==> src/rtl/event_stream_reader.sv <==
// event_stream_reader
//   Drains a byte-wide, non-FWFT stream FIFO (VALID one cycle after RDEN),
//   buffers the bytes in a small skid buffer and emits tagged 16-bit words
//   (segment, DRS channel, start/end of event) over a ready/valid handshake.
//   Event byte layout: 32 B header, 8 x 2 B flag, 8 x 2 B stopcell,
//   8 x 4*D B DRS4 data, with channel order 0,2,4,6,1,3,5,7 in each segment.
//   Optional build macro: ESR_STRIP_HDR_EN -- header words are consumed
//   silently and TX_SOF moves to the channel-0 flag word.
module event_stream_reader #(
  parameter int SKID_DEPTH = 4
) (
  input  logic        CLK,
  input  logic        RST,
  input  logic [12:0] DRS_READDEPTH,
  output logic        SFIFO_RDCLK,
  output logic        SFIFO_RDEN,
  input  logic [7:0]  SFIFO_DOUT,
  input  logic        SFIFO_EMPTY,
  input  logic        SFIFO_VALID,
  output logic [15:0] TX_DATA,
  output logic        TX_VALID,
  input  logic        TX_READY,
  output logic [1:0]  TX_SEG,
  output logic [2:0]  TX_CH,
  output logic        TX_SOF,
  output logic        TX_EOF,
  output logic [31:0] EVT_COUNT,
  output logic        FRAME_ERR
);

  localparam int PW = (SKID_DEPTH > 1) ? $clog2(SKID_DEPTH) : 1;
  localparam int CW = $clog2(SKID_DEPTH + 1);

  typedef enum logic [1:0] {
    ST_HDR  = 2'd0,
    ST_FLAG = 2'd1,
    ST_STOP = 2'd2,
    ST_DATA = 2'd3
  } state_t;

  // DRS channel order used inside every per-channel segment
  function automatic logic [2:0] ch_order(input logic [2:0] idx);
    logic [2:0] ch;
    case (idx)
      3'd0:    ch = 3'd0;
      3'd1:    ch = 3'd2;
      3'd2:    ch = 3'd4;
      3'd3:    ch = 3'd6;
      3'd4:    ch = 3'd1;
      3'd5:    ch = 3'd3;
      3'd6:    ch = 3'd5;
      3'd7:    ch = 3'd7;
      default: ch = 3'd0;
    endcase
    return ch;
  endfunction

  // Circular pointer increment for the skid buffer
  function automatic logic [PW-1:0] ptr_inc(input logic [PW-1:0] p);
    return (p == PW'(SKID_DEPTH - 1)) ? '0 : p + PW'(1);
  endfunction

  // Skid buffer and read bookkeeping
  logic [7:0]    skid_mem [SKID_DEPTH];
  logic [PW-1:0] wr_ptr;
  logic [PW-1:0] rd_ptr;
  logic [PW-1:0] rd_ptr_n1;
  logic [CW-1:0] skid_count;
  logic [CW-1:0] outstanding;
  logic [CW:0]   issue_sum;
  logic          pop;
  logic          push;
  logic          valid_dec;

  // Parser state
  state_t      state;
  state_t      state_nxt;
  logic [13:0] word_cnt;
  logic [13:0] word_cnt_nxt;
  logic [2:0]  ch_idx;
  logic [2:0]  ch_idx_nxt;
  logic [12:0] depth;
  logic [13:0] data_last;

  // Tags for the word being popped this cycle
  logic [1:0]  pair_seg;
  logic [2:0]  pair_ch;
  logic        pair_sof;
  logic        pair_eof;
  logic        pair_emit;

  assign SFIFO_RDCLK = CLK;
  assign rd_ptr_n1   = ptr_inc(rd_ptr);
  // Reads in flight + bytes held + the read issued right now must stay below
  // the skid capacity so every returning byte has a slot.
  assign issue_sum   = {1'b0, outstanding} + {1'b0, skid_count}
                     + {{CW{1'b0}}, SFIFO_RDEN};
  // A pair moves into the output register when the register is empty or
  // its current word is being taken this cycle.
  assign pop         = (skid_count >= CW'(2)) & (~TX_VALID | TX_READY);
  assign push        = SFIFO_VALID & ((skid_count < CW'(SKID_DEPTH)) | pop);
  assign valid_dec   = SFIFO_VALID & (outstanding != '0);
  // Last word index of a data channel: 2*D - 1 (14 bits hold D = 8191)
  assign data_last   = {depth, 1'b0} - 14'd1;

  // Read issue, outstanding-read tracking, skid occupancy and framing check
  always_ff @(posedge CLK) begin
    if (RST) begin
      SFIFO_RDEN  <= 1'b0;
      outstanding <= '0;
      skid_count  <= '0;
      wr_ptr      <= '0;
      rd_ptr      <= '0;
      FRAME_ERR   <= 1'b0;
    end else begin
      SFIFO_RDEN  <= ~SFIFO_EMPTY & (issue_sum < (CW+1)'(SKID_DEPTH));
      outstanding <= outstanding + {{(CW-1){1'b0}}, SFIFO_RDEN}
                                 - {{(CW-1){1'b0}}, valid_dec};
      skid_count  <= skid_count + {{(CW-1){1'b0}}, push}
                                - {{(CW-2){1'b0}}, pop, 1'b0};
      if (push) begin
        wr_ptr <= ptr_inc(wr_ptr);
      end
      if (pop) begin
        rd_ptr <= ptr_inc(rd_ptr_n1);
      end
      if (SFIFO_VALID && (outstanding == '0)) begin
        FRAME_ERR <= 1'b1;
      end
    end
  end

  // Skid storage: bytes are written in arrival order, no reset needed
  always_ff @(posedge CLK) begin
    if (push) begin
      skid_mem[wr_ptr] <= SFIFO_DOUT;
    end
  end

  // Parser state register and readout-depth latch (taken at header word 0)
  always_ff @(posedge CLK) begin
    if (RST) begin
      state    <= ST_HDR;
      word_cnt <= 14'd0;
      ch_idx   <= 3'd0;
      depth    <= 13'd0;
    end else begin
      state    <= state_nxt;
      word_cnt <= word_cnt_nxt;
      ch_idx   <= ch_idx_nxt;
      if (pop && (state == ST_HDR) && (word_cnt == 14'd0)) begin
        depth <= DRS_READDEPTH;
      end
    end
  end

  // Parser next state and tags of the word popped this cycle
  always_comb begin
    state_nxt    = state;
    word_cnt_nxt = word_cnt;
    ch_idx_nxt   = ch_idx;
    pair_seg     = state;
    pair_ch      = 3'd0;
    pair_sof     = 1'b0;
    pair_eof     = 1'b0;
    pair_emit    = 1'b1;
    case (state)
      ST_HDR: begin
`ifdef ESR_STRIP_HDR_EN
        pair_emit = 1'b0;
        pair_sof  = 1'b0;
`else
        pair_emit = 1'b1;
        pair_sof  = (word_cnt == 14'd0);
`endif
        if (pop) begin
          if (word_cnt == 14'd15) begin
            state_nxt    = ST_FLAG;
            word_cnt_nxt = 14'd0;
          end else begin
            word_cnt_nxt = word_cnt + 14'd1;
          end
        end else begin
          word_cnt_nxt = word_cnt;
        end
      end
      ST_FLAG: begin
        pair_ch = ch_order(ch_idx);
`ifdef ESR_STRIP_HDR_EN
        pair_sof = (ch_idx == 3'd0);
`else
        pair_sof = 1'b0;
`endif
        if (pop) begin
          if (ch_idx == 3'd7) begin
            state_nxt  = ST_STOP;
            ch_idx_nxt = 3'd0;
          end else begin
            ch_idx_nxt = ch_idx + 3'd1;
          end
        end else begin
          ch_idx_nxt = ch_idx;
        end
      end
      ST_STOP: begin
        pair_ch  = ch_order(ch_idx);
        // With zero depth the event ends on the last stopcell word
        pair_eof = (ch_idx == 3'd7) && (depth == 13'd0);
        if (pop) begin
          if (ch_idx == 3'd7) begin
            ch_idx_nxt = 3'd0;
            state_nxt  = (depth == 13'd0) ? ST_HDR : ST_DATA;
          end else begin
            ch_idx_nxt = ch_idx + 3'd1;
          end
        end else begin
          ch_idx_nxt = ch_idx;
        end
      end
      ST_DATA: begin
        pair_ch  = ch_order(ch_idx);
        pair_eof = (ch_idx == 3'd7) && (word_cnt == data_last);
        if (pop) begin
          if (word_cnt == data_last) begin
            word_cnt_nxt = 14'd0;
            if (ch_idx == 3'd7) begin
              state_nxt  = ST_HDR;
              ch_idx_nxt = 3'd0;
            end else begin
              ch_idx_nxt = ch_idx + 3'd1;
            end
          end else begin
            word_cnt_nxt = word_cnt + 14'd1;
          end
        end else begin
          word_cnt_nxt = word_cnt;
        end
      end
      default: begin
        state_nxt    = ST_HDR;
        word_cnt_nxt = 14'd0;
        ch_idx_nxt   = 3'd0;
      end
    endcase
  end

  // Output word register: loads a popped pair, holds while stalled
  always_ff @(posedge CLK) begin
    if (RST) begin
      TX_DATA  <= 16'd0;
      TX_VALID <= 1'b0;
      TX_SEG   <= 2'd0;
      TX_CH    <= 3'd0;
      TX_SOF   <= 1'b0;
      TX_EOF   <= 1'b0;
    end else if (pop && pair_emit) begin
      TX_DATA  <= {skid_mem[rd_ptr], skid_mem[rd_ptr_n1]};
      TX_VALID <= 1'b1;
      TX_SEG   <= pair_seg;
      TX_CH    <= pair_ch;
      TX_SOF   <= pair_sof;
      TX_EOF   <= pair_eof;
    end else if (TX_READY) begin
      TX_VALID <= 1'b0;
      TX_SOF   <= 1'b0;
      TX_EOF   <= 1'b0;
    end
  end

  // Completed-event counter, stepped when the EOF word is accepted
  always_ff @(posedge CLK) begin
    if (RST) begin
      EVT_COUNT <= 32'd0;
    end else if (TX_VALID && TX_READY && TX_EOF) begin
      EVT_COUNT <= EVT_COUNT + 32'd1;
    end
  end

endmodule
==> config.mk <==
export PLATFORM = sky130hd
export DESIGN_NAME = event_stream_reader
export DESIGN_NICKNAME = d
export VERILOG_FILES = /design/src/rtl/event_stream_reader.sv
export SDC_FILE = /design/constraint.sdc
export NUM_CORES = 1
export LEC_CHECK = 0
export CAP_MARGIN = 20
export CORE_ASPECT_RATIO = 0.8
export CORE_MARGIN = 1.5
export CORE_UTILIZATION = 50
export CTS_CLUSTER_SIZE = 40
export DETAILED_ROUTE_END_ITERATION = 10
export GPL_ROUTABILITY_DRIVEN = 1
export HOLD_SLACK_MARGIN = 0.06
export PLACE_DENSITY = 0.74
export SYNTH_ARGS = -nofsm -noshare
export SYNTH_HDL_FRONTEND = slang
export SYNTH_SLANG_ARGS = --single-unit
==> constraint.sdc <==
create_clock -name CLK -period 3.9 [get_ports CLK]
set_input_delay 0.39 -clock CLK [delete_from_list [all_inputs] [get_ports CLK]]
set_output_delay 0.39 -clock CLK [all_outputs]
set_load 0.02 [all_outputs]
# Yosys cells after proc, flatten, opt, wreduce, memory -nomap -nowiden
# Memory sizes are Yosys's and may differ from the RTL's. A register that Yosys moved wholly into a read port is not among the register bits.
# Cells that the tools add are included.
[totals]
register_bits = 84
ram_bits = 32
rom_bits = 72
out_inout_bits = 59
elab_cells = 121
memories = 4
[op_classes]
addsub = 13
magnitude_cmp = 3
n_eq_ne = 19
mux = 39
bitwise_logic = 8
n_reduce_logical = 19
[memory_table]
columns = ["name", "words", "word_bits", "rd", "rd_clocked_by_memory_dff", "write_ports", "line", "text"]
rows = [
  ["skid_mem", 4, 8, 2, 2, 1, "64", "logic [7:0] skid_mem [SKID_DEPTH];"],
  ["(no name shown)", 8, 3, 1, 1, 0, "44", "case (idx)"],
  ["(no name shown)", 8, 3, 1, 1, 0, "44", ""],
  ["(no name shown)", 8, 3, 1, 1, 0, "44", ""],
]
[op_table]
columns = ["op", "n"]
rows = [
  ["14-bit two-way mux", 4],
  ["32-bit by 1-bit adder with 32-bit output, second input constant", 1],
  ["3-bit two-way mux", 10],
  ["14-bit one-hot mux with 2 select lines", 1],
  ["2-bit two-way mux", 13],
  ["2-bit inequality test, second input constant", 8],
  ["14-bit by 1-bit adder with 14-bit output, second input constant", 1],
  ["14-bit equality test", 1],
  ["14-bit by 4-bit equality test with 1-bit output, second input constant", 1],
  ["14-bit zero test", 1],
  ["14-bit by 1-bit subtractor with 14-bit output, second input constant", 1],
  ["13-bit zero test", 1],
  ["2-bit equality test, second input constant", 5],
  ["3-bit one-hot mux with 3 select lines", 1],
  ["9-bit AND reduction", 1],
  ["2-bit one-hot mux with 4 select lines", 1],
  ["1-bit logical AND", 7],
  ["1-bit two-way mux", 7],
  ["2-bit by 1-bit adder with 2-bit output, second input constant", 3],
  ["3-bit by 1-bit adder with 3-bit output", 2],
  ["3-bit one-hot mux with 2 select lines", 1],
  ["2-bit nonzero test", 3],
  ["3-bit by 3-bit adder with 4-bit output", 1],
  ["4-bit by 1-bit adder with 4-bit output", 1],
  ["19 further kinds", 25],
]

# Logic depth before layout (Yosys ltp)
[depth]
word_depth = 7
depth_mapped = 11

==> flow_summary.json <==
{
  "gr-total-overflow": 0,
  "dieHeight_um": 103.0,
  "whs_path_depth": 4,
  "core_um2": 12160,
  "report.final.slew_viol_count": 0,
  "skew_ns": 0.01363,
  "dieArea_um2": 13180,
  "cts_tree": "built",
  "power_leakage_nw": 2.879,
  "synth_cell_types": 50,
  "yosysMostFrequentCell": "dfxtp_1",
  "setup.worst_path.start_class": "flip-flop",
  "drive_gt1_share_pct": 9.116,
  "syn_inst": 629,
  "synthAdderAreaFrac_pct": 5.329,
  "hold_path_end": "SFIFO_RDEN$_SDFF_PP0_",
  "synth_compound_area_share_pct": 7.652,
  "slew_headroom_pct": 39.89,
  "synth_common_cells": "dfxtp_1 (103), nor2_1 (86), nand2_1 (63)",
  "area_growth_pct": 25.72,
  "initial_utilization_pct": 51.36,
  "synth_seq_cells": 135,
  "finalSetupTns_ns": 0,
  "track_usage_pct": 22.92,
  "cp.buffers_inverters": 1,
  "synth_mux_area_share_pct": 8.333,
  "post_cts_buffers": 0,
  "ys_seq_area_share_pct": 48.40,
  "cp_max_fo": 7,
  "cp.required_ns": 4.34,
  "synth-xor-area-share_pct": 7.853,
  "antenna_found_initial": 0,
  "grt_max_degree": 86,
  "rows": 36,
  "synth-async-reset-ratio_pct": 0,
  "status": "finished, final reports clean",
  "postSynthAreaPerCell_um2": 9.930,
  "ioPinCount": 85,
  "max_stage_delay_ns": 0.53,
  "synth_top_family_by_area": "simple AND/OR/NAND/NOR gates",
  "worst_slew_pin_slew_ns": 0.9017,
  "netlist_area_um2": 6246,
  "insertion_delay_ns": 0.53,
  "drv_cap": 0,
  "hold_viol": 0,
  "synth_top_flop_cell": "dfxtp_1",
  "drc": 0,
  "vias": 4924,
  "port-buffer-count": 84,
  "drt_iter0_markers": 332,
  "viasPerCell": 5.621,
  "crit_chain": "inv_1, ha_1, or4b_4, or4_1, xnor2_1, nor4b_4, a41oi_1, or4_1, a21oi_1",
  "wl_per_cell_um": 16.21,
  "totalWireLength_um": 14200,
  "fin_area_um2": 7853,
  "postPlaceCellArea_um2": 7207,
  "multi_input_area_um2": 3023,
  "clkTransAtPathRegs_ns": 0.06,
  "synth_nets": 681,
  "drt_pre_antenna_iters": 5,
  "cp_top_family": "simple AND/OR/NAND/NOR gates",
  "yosys.area_share.simple_pct": 19.15,
  "synth_top_area_share_pct": 33.01,
  "path_depth": 9,
  "ff2ff_path_depth": 9,
  "timing.final.crit_share_pct": 82.59,
  "hp-start": "RST",
  "hp-class": "primary input to flip-flop",
  "cts_hold_buf": 0,
  "finalNetCount": 763,
  "ff_latch_area_um2": 3023,
  "rsz0062_at_grt": "no",
  "synthDominantAreaCellType": "dfxtp_1",
  "setup_viol": 0,
  "grt_pass1_wl_um": 23140,
  "crit_slowest_cell": "or4b_4",
  "synth-edff-count": 32,
  "cp_data_arrival_time_ns": 3.66,
  "max_freq_mhz": 310.5,
  "crit_top_cell": "or4_1",
  "synth_area_leaders": "dfxtp_1 (33%), edfxtp_1 (15%), mux4_2 (5.8%)",
  "min_period_ns": 3.221,
  "r2r_slack_ns": 0.68,
  "end_kind": "flip-flop",
  "grt_pass1_vias": 4783,
  "post_cts_resized": 0,
  "ir_drop_v": 0.0003921,
  "r2r_start": "depth[0]$_SDFFE_PP0P_",
  "num_antenna_cells": 0,
  "nFillCells": 946,
  "power_density_nw_per_um2": 632.0,
  "place_congestion": 0.9080,
  "die_x_um": 128.0,
  "dp_hpwl_um": 9907,
  "yosysWarnings": 0,
  "critPathKind": "flip-flop to flip-flop",
  "postRouteAntennaNets": 0
}
-- worst min-delay path: cells and delay by family --
family	cells	cell delay (ns)
compound gates	1	0.04
simple gates	1	0.09
buf+inv	2	0.21
-- logic make-up after synthesis --
family / count (synthesis)
xor gates and xnor gates: 56
AOI/OAI and AO/OA: 78
and+or+nand+nor: 249
DFF: 135
buffers and inverters: 53
adders and majority gates: 26
muxes: 32
-- registers in the layout, indices dropped and copies added, names as in the netlist, named ones only --
name and cells:
EVT_COUNT 32, skid_mem 32, TX_DATA 16, word_cnt 14, depth 13, TX_CH 3, ch_idx 3, outstanding 3
skid_count 3, TX_SEG 2, pair_seg 2, rd_ptr 2, wr_ptr 2, FRAME_ERR 1, SFIFO_RDEN 1, TX_EOF 1
TX_SOF 1, TX_VALID 1
-- cells in the final DEF, fill, tap and decap left out, types with 2 or more instances in the layout --
master / netlist / layout
clkinv_4: 0 / 5
and2_1: 6 / 6
a211oi_1: 2 / 2
nor3b_1: 2 / 2
ha_1: 25 / 25
and4_1: 4 / 4
dfxtp_1: 103 / 103
a41o_1: 2 / 2
nand3_1: 16 / 16
inv_1: 22 / 22
clkdlybuf4s50_1: 0 / 83
a21oi_1: 42 / 42
buf_4: 1 / 7
inv_6: 0 / 4
o21a_1: 2 / 2
nor2_1: 86 / 86
inv_8: 0 / 4
nand4_1: 18 / 18
mux4_2: 16 / 16
a41oi_1: 2 / 2
nand2b_1: 2 / 2
and3_1: 8 / 8
clkbuf_16: 0 / 20
xor2_1: 30 / 30
or4_1: 3 / 3
edfxtp_1: 32 / 32
mux2i_1: 16 / 16
nand3b_1: 3 / 3
xnor2_1: 26 / 26
nand2_1: 63 / 63
nor2b_1: 6 / 6
o21ai_0: 14 / 14
or3_1: 10 / 10
nor3_1: 13 / 12
a31oi_1: 2 / 2
nor4_1: 6 / 6
-- metrics by stage --
stage,utilization (%),setup WS [ns],hold WS [ns],std cells,power [mW]
2_1_floorplan,-,0.9054,0.4455,629,2.847
3_3_place_gp,59.26,0.8204,0.4429,841,3.218
3_5_place_dp,59.26,0.7229,0.4470,841,3.279
4_1_cts,64.57,0.7028,0.2506,876,4.978
5_1_grt,64.57,0.4059,0.2651,876,5.228
6_report,64.57,0.6789,0.2676,876,4.963
-- report_power, final --
| group | internal, mW | leakage, nW | switching, mW |
|---|---|---|---|
| sequential | 1.61 | 1.13 | 0.187 |
| clock | 1.01 | 0.321 | 0.711 |
| combinational | 0.648 | 1.43 | 0.803 |
| total | 3.26 | 2.88 | 1.70 |
-- layout make-up --
class,instances,share of cell area (%)
clock buffers,22,6.676
clock inverters,14,1.673
inverters,22,1.052
multi-input cells,441,38.50
flip-flops and latches,135,38.50
well taps,152,2.422
repair buffers,90,11.19
-- worst max path at each step --
stage	startpoint	endpoint
global route	depth[0]$_SDFFE_PP0P_	ch_idx[0]$_SDFFE_PP0N_
CTS	depth[0]$_SDFFE_PP0P_	flip-flop
finish	depth[0]$_SDFFE_PP0P_	flip-flop
global placement	depth[0]$_SDFFE_PP0P_	flip-flop
floorplan	depth[0]$_SDFFE_PP0P_	flip-flop
detailed placement	depth[0]$_SDFFE_PP0P_	flip-flop
-- layer usage --
metal | GRT usage (%) | wire (µm) | vias up | part of all wire [%]
li1 | - | - | 2361 | -
met1 | 29.22 | 6374 | 2366 | 45
met2 | 37.68 | 6799 | 169 | 48
met3 | 6.227 | 775 | 28 | 5.5
met4 | 8.816 | 248 | 0 | 1.7
met5 | 0 | 0 | - | 0
No activity file was read; power rests on OpenSTA's default activity.
